File: src/rtl/layer_sequencer.sv
// Control sequencer for one fully-connected layer: it reads weights and inputs, drives the MAC, the tanh unit and the output write-back.
// Optional bias row term: define LAYER_SEQUENCER_BIAS_EN to add the x_bias port and one extra ISSUE cycle per neuron.
module layer_sequencer #(
    parameter int AW      = 8,
    parameter int MAC_LAT = 2
) (
    input  logic          clk,
    input  logic          reset,
    input  logic          start,
    input  logic [7:0]    num_in,
    input  logic [7:0]    num_out,
    output logic [AW-1:0] w_addr,
    output logic [AW-1:0] x_addr,
    output logic          mem_rd,
    output logic          mac_clr,
    output logic          mac_ce,
    output logic          act_start,
    input  logic          act_done,
    output logic          out_we,
    output logic [7:0]    out_addr,
`ifdef LAYER_SEQUENCER_BIAS_EN
    output logic          x_bias,
`endif
    output logic          busy,
    output logic          done
);

    typedef enum logic [3:0] {
        IDLE, CLR, ISSUE, DRAIN, LAT, ACT, WAIT, STORE, FIN
    } state_t;

    localparam logic [7:0] LAT_LAST = 8'((MAC_LAT > 0) ? MAC_LAT - 1 : 0);

    state_t        state, next;
    logic [7:0]    i_cnt, j_cnt, lat_cnt;
    logic [7:0]    n_in, n_out;
    logic [AW-1:0] w_cnt;
    logic          armed;
    logic          mac_ce_p1;
    logic          accept;
    logic          row_end;

    // Start is refused on the first edge after reset release (armed still 0).
    assign accept = (state == IDLE) && start && armed;

`ifdef LAYER_SEQUENCER_BIAS_EN
    // The bias term occupies the slot just past the last real input.
    assign x_bias  = (state == ISSUE) && (i_cnt == n_in);
    assign row_end = (i_cnt == n_in);
`else
    assign row_end = (i_cnt == n_in - 8'd1);
`endif

    always_comb begin
        next      = state;
        mac_clr   = 1'b0;
        mem_rd    = 1'b0;
        act_start = 1'b0;
        out_we    = 1'b0;
        done      = 1'b0;
        case (state)
            IDLE:  if (accept) next = (num_in == 8'd0 || num_out == 8'd0) ? FIN : CLR;
            CLR:   begin mac_clr = 1'b1; next = ISSUE; end
            ISSUE: begin mem_rd = 1'b1; if (row_end) next = DRAIN; end
            DRAIN: next = (MAC_LAT == 0) ? ACT : LAT;
            LAT:   if (lat_cnt == LAT_LAST) next = ACT;
            ACT:   begin act_start = 1'b1; next = WAIT; end
            WAIT:  if (act_done) next = STORE;
            STORE: begin out_we = 1'b1; next = (j_cnt == n_out - 8'd1) ? FIN : CLR; end
            FIN:   begin done = 1'b1; next = IDLE; end
            default: next = IDLE;
        endcase
    end

    always_ff @(posedge clk) begin
        if (!reset) begin
            state     <= IDLE;
            i_cnt     <= 8'd0;
            j_cnt     <= 8'd0;
            lat_cnt   <= 8'd0;
            w_cnt     <= '0;
            armed     <= 1'b0;
            mac_ce_p1 <= 1'b0;
        end else begin
            state     <= next;
            armed     <= 1'b1;
            mac_ce_p1 <= mem_rd;
            if (accept) begin
                i_cnt <= 8'd0;
                j_cnt <= 8'd0;
                w_cnt <= '0;
            end
            if (state == ISSUE) begin
                i_cnt <= i_cnt + 8'd1;
                w_cnt <= w_cnt + 1'b1;
            end
            if (state == DRAIN) lat_cnt <= 8'd0;
            if (state == LAT)   lat_cnt <= lat_cnt + 8'd1;
            if (state == STORE && next == CLR) begin
                j_cnt <= j_cnt + 8'd1;
                i_cnt <= 8'd0;
            end
        end
    end

    // Layer dimensions are held for the whole run; they need no reset.
    always_ff @(posedge clk) begin
        if (accept) begin
            n_in  <= num_in;
            n_out <= num_out;
        end
    end

    assign mac_ce   = mac_ce_p1;
    assign w_addr   = w_cnt;
    assign x_addr   = AW'(i_cnt);
    assign out_addr = j_cnt;
    assign busy     = (state != IDLE) && (state != FIN);

endmodule

File: config.mk
export PLATFORM = sky130hd
export DESIGN_NAME = layer_sequencer
export DESIGN_NICKNAME = d
export VERILOG_FILES = /design/src/rtl/layer_sequencer.sv
export SDC_FILE = /design/constraint.sdc
export NUM_CORES = 1
export LEC_CHECK = 0
export CAP_MARGIN = 20
export CORE_ASPECT_RATIO = 1.2
export CORE_MARGIN = 3
export CORE_UTILIZATION = 46
export DETAILED_ROUTE_END_ITERATION = 6
export DONT_BUFFER_PORTS = 1
export PLACE_DENSITY = 0.68
export SLEW_MARGIN = 20
export SYNTH_ARGS = -nofsm -noshare
export SYNTH_HDL_FRONTEND = slang
export SYNTH_SLANG_ARGS = --single-unit
File: constraint.sdc
create_clock -name clk -period 2.8 [get_ports clk]
set_input_delay 0.28 -clock clk [delete_from_list [all_inputs] [get_ports clk]]
set_output_delay 0.28 -clock clk [all_outputs]
set_load 0.005 [all_outputs]
Word level (Yosys, flattened, before mapping)
Index checks and enable logic that the tools add are counted.
{"block": "totals", "register_bits": 54, "inputBits": 20, "wordCells": 61}
{"block": "classes", "add_sub_neg": 6, "n_eq_ne": 13, "mux": 19, "bitwise": 1, "reduce_logical": 13}
{"op": "$mux 8", "count": 6}
{"op": "$add 8x1->8 const B", "count": 4}
{"op": "$pmux 4 s8", "count": 1}
{"op": "$mux 4", "count": 6}
{"op": "$eq 4x3->1 const B", "count": 4}
{"op": "$eq 8x8->1", "count": 2}
{"op": "$logic_not 8->1", "count": 2}
{"op": "$sub 8x1->8 const B", "count": 2}
{"op": "$eq 4x1->1 const B", "count": 2}
{"op": "$eq 4x2->1 const B", "count": 2}
{"op": "$eq 8x1->1 const B", "count": 1}
{"op": "$mux 1", "count": 6}
{"op": "$reduce_bool 2->1", "count": 3}
{"op": "$eq 4x4->1 const B", "count": 1}
{"op": "$logic_and 1x1->1", "count": 4}
{"op": "$logic_not 4->1", "count": 1}
{"op": "$ne 4x4->1 const B", "count": 1}
{"op": "$reduce_bool 4->1", "count": 1}
{"op": "$reduce_or 2->1", "count": 1}
{"op": "$logic_or 1x1->1", "count": 1}
{"op": "$not 1->1", "count": 1}

Depth between registers and ports, before layout
Gate-level depths: netlist of run 1.
{"block": "logic_depth", "word_depth": 8, "depth_mapped": 9, "mapped_depth_nobuf": 8}

Least setup slack after synthesis of run 1
Ideal clock, no wire load.
{"block": "synth_path", "path_kind": "register to register", "start": "register n_out[0]", "end": "register j_cnt[1], in the netlist out_addr[1]", "t_arrival_ns": 1.897, "setup_slack_ns": 0.781, "stages_incl_launch_ff": 10, "path_buffers": 1, "synth_period_minus_slack_ns": 2.019, "path_cell_list": "edfxtp_1 > inv_1 > ha_1 > nor2b_1 > nand3_1 > a2111oi_2 > and3_1 > buf_6 > nand2b_4 > o21ai_0"}
{"block": "synth_between", "elab_chain_cells": 7, "word_cells_on_any_way": 8, "cone_classes": "add/sub (1); eq/ne (2); mux (3); reduce/logical (2)"}
{"item": "start, declared", "line_no": "36", "rtl": "logic [7:0] n_in, n_out;"}
{"item": "start signal, assigned", "line_no": "110", "rtl": "n_out <= num_out;"}
{"item": "$sub 8x1->8 *", "line_no": "69", "rtl": "STORE: begin out_we = 1'b1; next = (j_cnt == n_out - 8'd1) ? FIN : CLR; end"}
{"item": "$eq 8x8->1 *", "line_no": "69"}
{"item": "$mux 4 *", "line_no": "69"}
{"item": "$pmux 4 s8 *", "line_no": "61", "rtl": "case (state)"}
{"item": "$eq 4x1->1 *", "line_no": "99", "rtl": "if (state == STORE && next == CLR) begin"}
{"item": "$logic_and 1x1->1 *", "line_no": "99"}
{"item": "$mux 8 / $reduce_bool 2->1 (equally long branches)"}
{"item": "end signal, assigned", "line_no": "100", "rtl": "j_cnt <= j_cnt + 8'd1;"}
{"item": "end, declared", "line_no": "35", "rtl": "logic [7:0] i_cnt, j_cnt, lat_cnt;"}
Mark *: on every way between the ends. The rest lies on a longest branch, timed or not.
A chain may end at the register's enable or synchronous reset.

Final worst setup path of run 1
Same ends and word-level chain as after synthesis.

==> results.sh, run 1 <==
export IMPL_layout_commonest_cell="dfxtp_1"
export IMPL_route_vias_total=2269
export IMPL_antenna_cells=0
export IMPL_clockBufferDepth=2
export IMPL_reg2reg_slack_ns=0.39
export IMPL_syn_mean_instance_area_um2=9.38
export IMPL_critPathArrivalTime_ns=2.62
export IMPL_worstSetupPathType="register to register"
export IMPL_root_buffer="clkbuf_8"
export IMPL_start_util=0.479
export IMPL_setup_tns_ns=0
export IMPL_synth_fp_nets=338
export IMPL_finalCriticalPeriod_ns=2.41
export IMPL_drt_iter0_markers=98
export IMPL_crit_path_end_kind="register"
export IMPL_drc=0
export IMPL_drv_slew=0
export IMPL_netlist_area_um2=2920
export IMPL_cts_resized=0
export IMPL_max_slew_worst_pin_slew_ns=0.720
export IMPL_hold_path_class="primary input to register"
export IMPL_cts_tree="yes"
export IMPL_grt_pass1_wl_um=10200
export IMPL_die_h_um=93.2
export IMPL_final_hold_viol_count=0
export IMPL_syn_inst=311
export IMPL_nNetsFinal=339
export IMPL_met1_usage=0.196
export IMPL_critPathMaxFanout=8
export IMPL_clock_fmax_ghz=0.415
export IMPL_clk_pin_slew_worst_paths_ns=0.10
export IMPL_rows=31
export IMPL_fill_cells=581
export IMPL_startpoint_type="register"
export IMPL_setup_viol_count_final=0
export IMPL_yosys_warnings=0
export IMPL_synth_ff_type="dfxtp_1"
export IMPL_ys_ff_latch=54
export IMPL_max_slew_margin=0.520
export IMPL_areaGrowthSynthToFinish_pct=5.36
export IMPL_use_met3=0.0539
export IMPL_wirelength_um=6120
export IMPL_clkLatencyLatePin_ns=0.31
export IMPL_status="finished, final reports clean"
export IMPL_whs_ns=0.0618
export IMPL_finalClockSkew_ns=0.0161
export IMPL_drive_above_1_share=0.128
export IMPL_drv_cap=0
export IMPL_cp_data_required_time_ns=3.00
export IMPL_crit_path_max_incr_delay_ns=0.48
export IMPL_synth_distinct_cells=59
export IMPL_grt_ovfl_total=0
export IMPL_antenna_found_initial=0
export IMPL_grt_busiest_layer="met2"
export IMPL_leakagePower_nw=1.06
export IMPL_gp_congestion=0.832
export IMPL_yosysSeqAreaShare=0.425
export IMPL_synthArstFlopShare=0
export IMPL_fin_area_um2=3070
export IMPL_cp_cell_sequence="inv_1, ha_1, nor2b_1, nand3_1, a2111oi_2, and3_1, nand2b_4, o21ai_0"
export IMPL_cts_htree_levels=2
export IMPL_pin_count=51
export IMPL_utilization=0.505
export IMPL_vias_per_cell=5.74
export IMPL_p_per_area_nw_per_um2=449
export IMPL_core_area_um2=6090
export IMPL_ant_nets=0
export IMPL_dieArea_um2=7340
export IMPL_wire_per_inst_um=15.5
export IMPL_ir_worst_vdd_uv=343
export IMPL_place_area_um2=2970
export IMPL_slowest_stage="a2111oi_2"
export IMPL_grt_use_met2=0.297
export IMPL_grt_total_usage=0.173
export IMPL_grt_pass1_vias=2191
export IMPL_cts_sinks=54
export IMPL_place_port_buffers=0
export IMPL_period_share=0.861
export IMPL_final_cell_mix="dfxtp_1 (38), nor2_1 (30), a21oi_1 (24), nand3_1 (22), nand2_1 (18)"
export IMPL_grt_max_degree=23
export IMPL_die_x_um=78.7
export IMPL_dr_pass1_iters=4
export IMPL_cts_inserted_buffers=5
export IMPL_power_mw=1.38
export IMPL_rsz0062_at_grt="false"
export IMPL_synth_edff_count=16
export IMPL_hpwl_um=4500
-- worst max-delay path: cells and delay by family, from the launching register on --
family                   cells  cell delay [ns]
AO/OA/AOI/OAI                2             0.56
AND/OR/NAND/NOR              4             1.07
adder cells (fa/ha/maj)      1             0.17
flip-flops                   1             0.44
buffers and inverters        1             0.09
-- synth_stat cells (all sizes together), types with 6 or more instances --
cell	count	area share
nand3	23	0.041
nand2b	6	0.015
clkbuf	6	0.0077
nand2	18	0.023
o21ai	11	0.023
xor2	9	0.027
ha	7	0.030
inv	10	0.013
or2	7	0.015
nor2	31	0.042
a21oi	24	0.041
xnor2	10	0.030
dfxtp	38	0.26
nand4	8	0.017
nor4	10	0.021
nor3	9	0.021
edfxtp	16	0.16
nand3b	6	0.015
-- sequential cells by signal (all words and copies together), names as in the netlist --
| signal | count |
|---|---|
| n_in | 8 |
| n_out | 8 |
| out_addr | 8 |
| mac_ce | 1 |
| x_addr | 8 |
| w_addr | 8 |
| armed | 1 |
| state | 4 |
| lat_cnt | 8 |
-- per-stage QoR --
step / instances / setup WS [ns]
after floorplan: 311 / 0.781
after global placement: 386 / 0.522
after detailed placement: 386 / 0.406
after CTS: 395 / 0.389
after global routing: 395 / 0.169
final: 395 / 0.388
-- worst paths after layout --
check | from | end | depth (start not counted)
max | n_out[0] | out_addr[1] | 8
min | num_in[1] | n_in[1] | 0
max reg2reg | n_out[0] | out_addr[1] | 8
min reg2reg | lat_cnt[7] | lat_cnt[7] | 2
-- area by class of cell --
type | instances | area (µm²) | area share
Clock inverter | 3 | 22.5 | 0.00733
Clock buffer | 5 | 68.8 | 0.0224
Multi-Input combinational cell | 235 | 1560 | 0.506
Inverter | 11 | 42.5 | 0.0138
Timing Repair Buffer | 5 | 40.0 | 0.0130
Tap cell | 82 | 103 | 0.0334
Sequential cell | 54 | 1240 | 0.404
-- per-layer routing --
layer	up-vias	share of wire
met1	1053	0.41
met4	0	0.026
li1	1140	-
met3	15	0.071
met2	61	0.49
met5	-	0
-- report_power, final --
part / internal (mW) / total (mW) / leakage [nW] / switching [mW]
Sequential: 0.823 / 0.840 / 0.456 / 0.0178
Combinational: 0.0353 / 0.0964 / 0.561 / 0.0611
Clock: 0.180 / 0.444 / 0.0451 / 0.264
-- timing repair --
action | in CTS | in global routing
hold buffers | 1 | 0
hold endpoints to repair | 1 | 0
buffers inserted | 0 | 0
-- cell families (layout without fill, tap and decap cells) --
family	Yosys count	after routing	synth area share
adder cells (fa/ha/maj)	7	7	0.0300
AND/OR/NAND/NOR	142	142	0.274
AO/OA/AOI/OAI	62	62	0.154
multiplexers	5	5	0.0184
flip-flops	54	54	0.425
buffers and inverters	22	24	0.0412
XOR/XNOR	19	19	0.0570
Power figures use the tool's default switching activity.
==> run 2: changes to the inputs <==
CORE_ASPECT_RATIO = not set   (was 1.2)
==> run 2 against run 1 <==
  * Maximum frequency increased by 1.4%
  * Core utilization grew 0.45 points
  * Via count up 1.7%
  * Sequential share of layout area increased by 0.066 points
  * Cell area shrank 0.16%
  * Register-to-register slack improved by 0.03 ns
  * Count of clock-buffer cells in the layout unchanged
  * Sequential power about the same
  * Final cell count fell by 1.8%
  * Largest cell class unchanged
  * Highest routed layer unchanged
==> results.sh, run 2 (same netlist as run 1, synthesis figures left out) <==
export IMPL_status="finished, final reports clean"
export IMPL_internal_power_mw=1.04
export IMPL_leakagePower_nw=1.06
export IMPL_drive_above_1_share=0.128
export IMPL_wirelength_um=6070
export IMPL_crit_path_max_incr_delay_ns=0.47
export IMPL_p_per_area_nw_per_um2=454
export IMPL_setup_viol_count_final=0
export IMPL_rows=28
export IMPL_dr_pass1_iters=4
export IMPL_drc=0
export IMPL_setup_tns_ns=0
export IMPL_clkPwrFrac=0.328
export IMPL_layout_commonest_cell="dfxtp_1"
export IMPL_clk_pin_slew_worst_paths_ns=0.10
export IMPL_ir_worst_vdd_uv=192
export IMPL_final_cell_mix="dfxtp_1 (38), nor2_1 (30), a21oi_1 (24), nand3_1 (22), nand2_1 (18)"
export IMPL_die_h_um=85.6
export IMPL_nNetsFinal=339
export IMPL_grt_total_usage=0.170
export IMPL_cts_sinks=54
export IMPL_switching_share=0.254
export IMPL_worstSetupPathType="register to register"
export IMPL_die_x_um=85.6
export IMPL_areaGrowthSynthToFinish_pct=5.19
export IMPL_dr_wl_met3_um=467
export IMPL_p_comb_frac=0.071
export IMPL_drv_slew=0
export IMPL_gp_congestion=0.757
export IMPL_cts_tree="yes"
export IMPL_whs_ns=0.0579
export IMPL_critPathArrivalTime_ns=2.59
export IMPL_hold_path_class="primary input to register"
export IMPL_max_slew_worst_pin_slew_ns=0.712
export IMPL_max_slew_margin=0.524
export IMPL_slowest_stage="and3_1"
export IMPL_seqPwrFrac=0.601
export IMPL_rsz0062_at_grt="false"
export IMPL_pin_count=51
export IMPL_final_hold_viol_count=0
export IMPL_critPathMaxFanout=8
export IMPL_fill_cells=582
export IMPL_antenna_cells=0
export IMPL_vias_per_cell=5.95
export IMPL_grt_ovfl_total=0
export IMPL_cts_inserted_buffers=5
export IMPL_clkLatencyLatePin_ns=0.31
export IMPL_dr_wl_met2_um=2850
export IMPL_finalCriticalPeriod_ns=2.38
export IMPL_clock_fmax_ghz=0.420
export IMPL_drt_iter0_markers=119
export IMPL_cp_data_required_time_ns=3.01
export IMPL_finalClockSkew_ns=0.0119
export IMPL_drt_met1_wl_um=2700
export IMPL_start_util=0.484
export IMPL_post_cts_setup_buffer_count=0
export IMPL_ant_nets=0
export IMPL_grt_pass1_vias=2145
export IMPL_clockBufferDepth=2
export IMPL_grt_max_degree=23
export IMPL_hpwl_um=4490
export IMPL_core_area_um2=6030
export IMPL_wire_per_inst_um=15.6
export IMPL_antenna_found_initial=0
export IMPL_switching_power_uw=354
export IMPL_drv_cap=0
export IMPL_place_port_buffers=0
export IMPL_grt_pass1_wl_um=10000
export IMPL_startpoint_type="register"
export IMPL_route_vias_total=2308
export IMPL_crit_path_end_kind="register"
export IMPL_cts_htree_levels=2
export IMPL_top_layer_used="met4"
export IMPL_dieArea_um2=7340
export IMPL_cp_cell_sequence="inv_1, ha_1, nor2b_1, nand3_1, a2111oi_2, and3_1, nand2b_4, o21ai_0"
export IMPL_root_buffer="clkbuf_8"
export IMPL_period_share=0.849
-- run 2: cell types whose count changed in the layout (fill, tap and decap cells not counted), sizes merged --
cell,previous run,this run
clkinv,1,4
clkinvlp,1,0
inv,12,10
-- run 2: path summary, 6_finish.rpt --
check        startpoint           to  slack [ns]  depth (start not counted)
max reg2reg    n_out[0]  out_addr[1]        0.42                          8
min reg2reg  lat_cnt[7]   lat_cnt[7]        0.49                          2
min           num_in[5]      n_in[5]        0.06                          0
max            n_out[0]  out_addr[1]        0.42                          8
-- run 2: power groups by stage --
stage / Sequential, mW / Combinational [mW] / Clock (mW)
2_1_floorplan: 0.851 / 0.0860 / 0
3_3_place_gp: 0.856 / 0.0962 / 0
3_5_place_dp: 0.857 / 0.0983 / 0
4_1_cts: 0.839 / 0.0997 / 0.465
5_1_grt: 0.842 / 0.111 / 0.497
6_report: 0.839 / 0.0988 / 0.457
-- run 2: timing repair --
item	CTS	global route
hold buffers	1	0
hold endpoints to repair	1	0
gates resized for setup	0	0
-- run 2: final cells by class --
class / count / area [µm²] / share of cell area
multi-input combinational: 235 / 1560 / 0.507
sequential: 54 / 1240 / 0.404
tap: 75 / 93.8 / 0.0306
clock buffer: 5 / 68.8 / 0.0224
inverter: 11 / 42.5 / 0.0139
timing repair buffer: 5 / 40.0 / 0.0130
clock inverter: 3 / 26.3 / 0.00856
-- run 2: through the flow --
stage               utilization  cells  setup WS (ns)  total power, mW  instance area (µm²)
finish                    0.509    388          0.422             1.39                 3070
global route              0.509    388          0.212             1.45                 3070
CTS                       0.509    388          0.427             1.40                 3070
detailed placement        0.492    379          0.423            0.955                 2960
global placement          0.492    379          0.525            0.952                 2960
floorplan                     -    311          0.781            0.938                 2920
-- run 2: critical path, delay by kind of cell (launching register included) --
kind | cells | cell delay [ns]
buffers and inverters | 1 | 0.09
AO/OA/AOI/OAI | 2 | 0.54
AND/OR/NAND/NOR | 4 | 1.04
flip-flops | 1 | 0.44
adder cells (fa/ha/maj) | 1 | 0.17
-- run 2: layer usage --
layer / global-route usage / vias to the layer above
met1: 0.207 / 1087
met4: 0.0417 / 0
met3: 0.0615 / 7
li1: - / 1149
met2: 0.285 / 65
met5: 0 / -
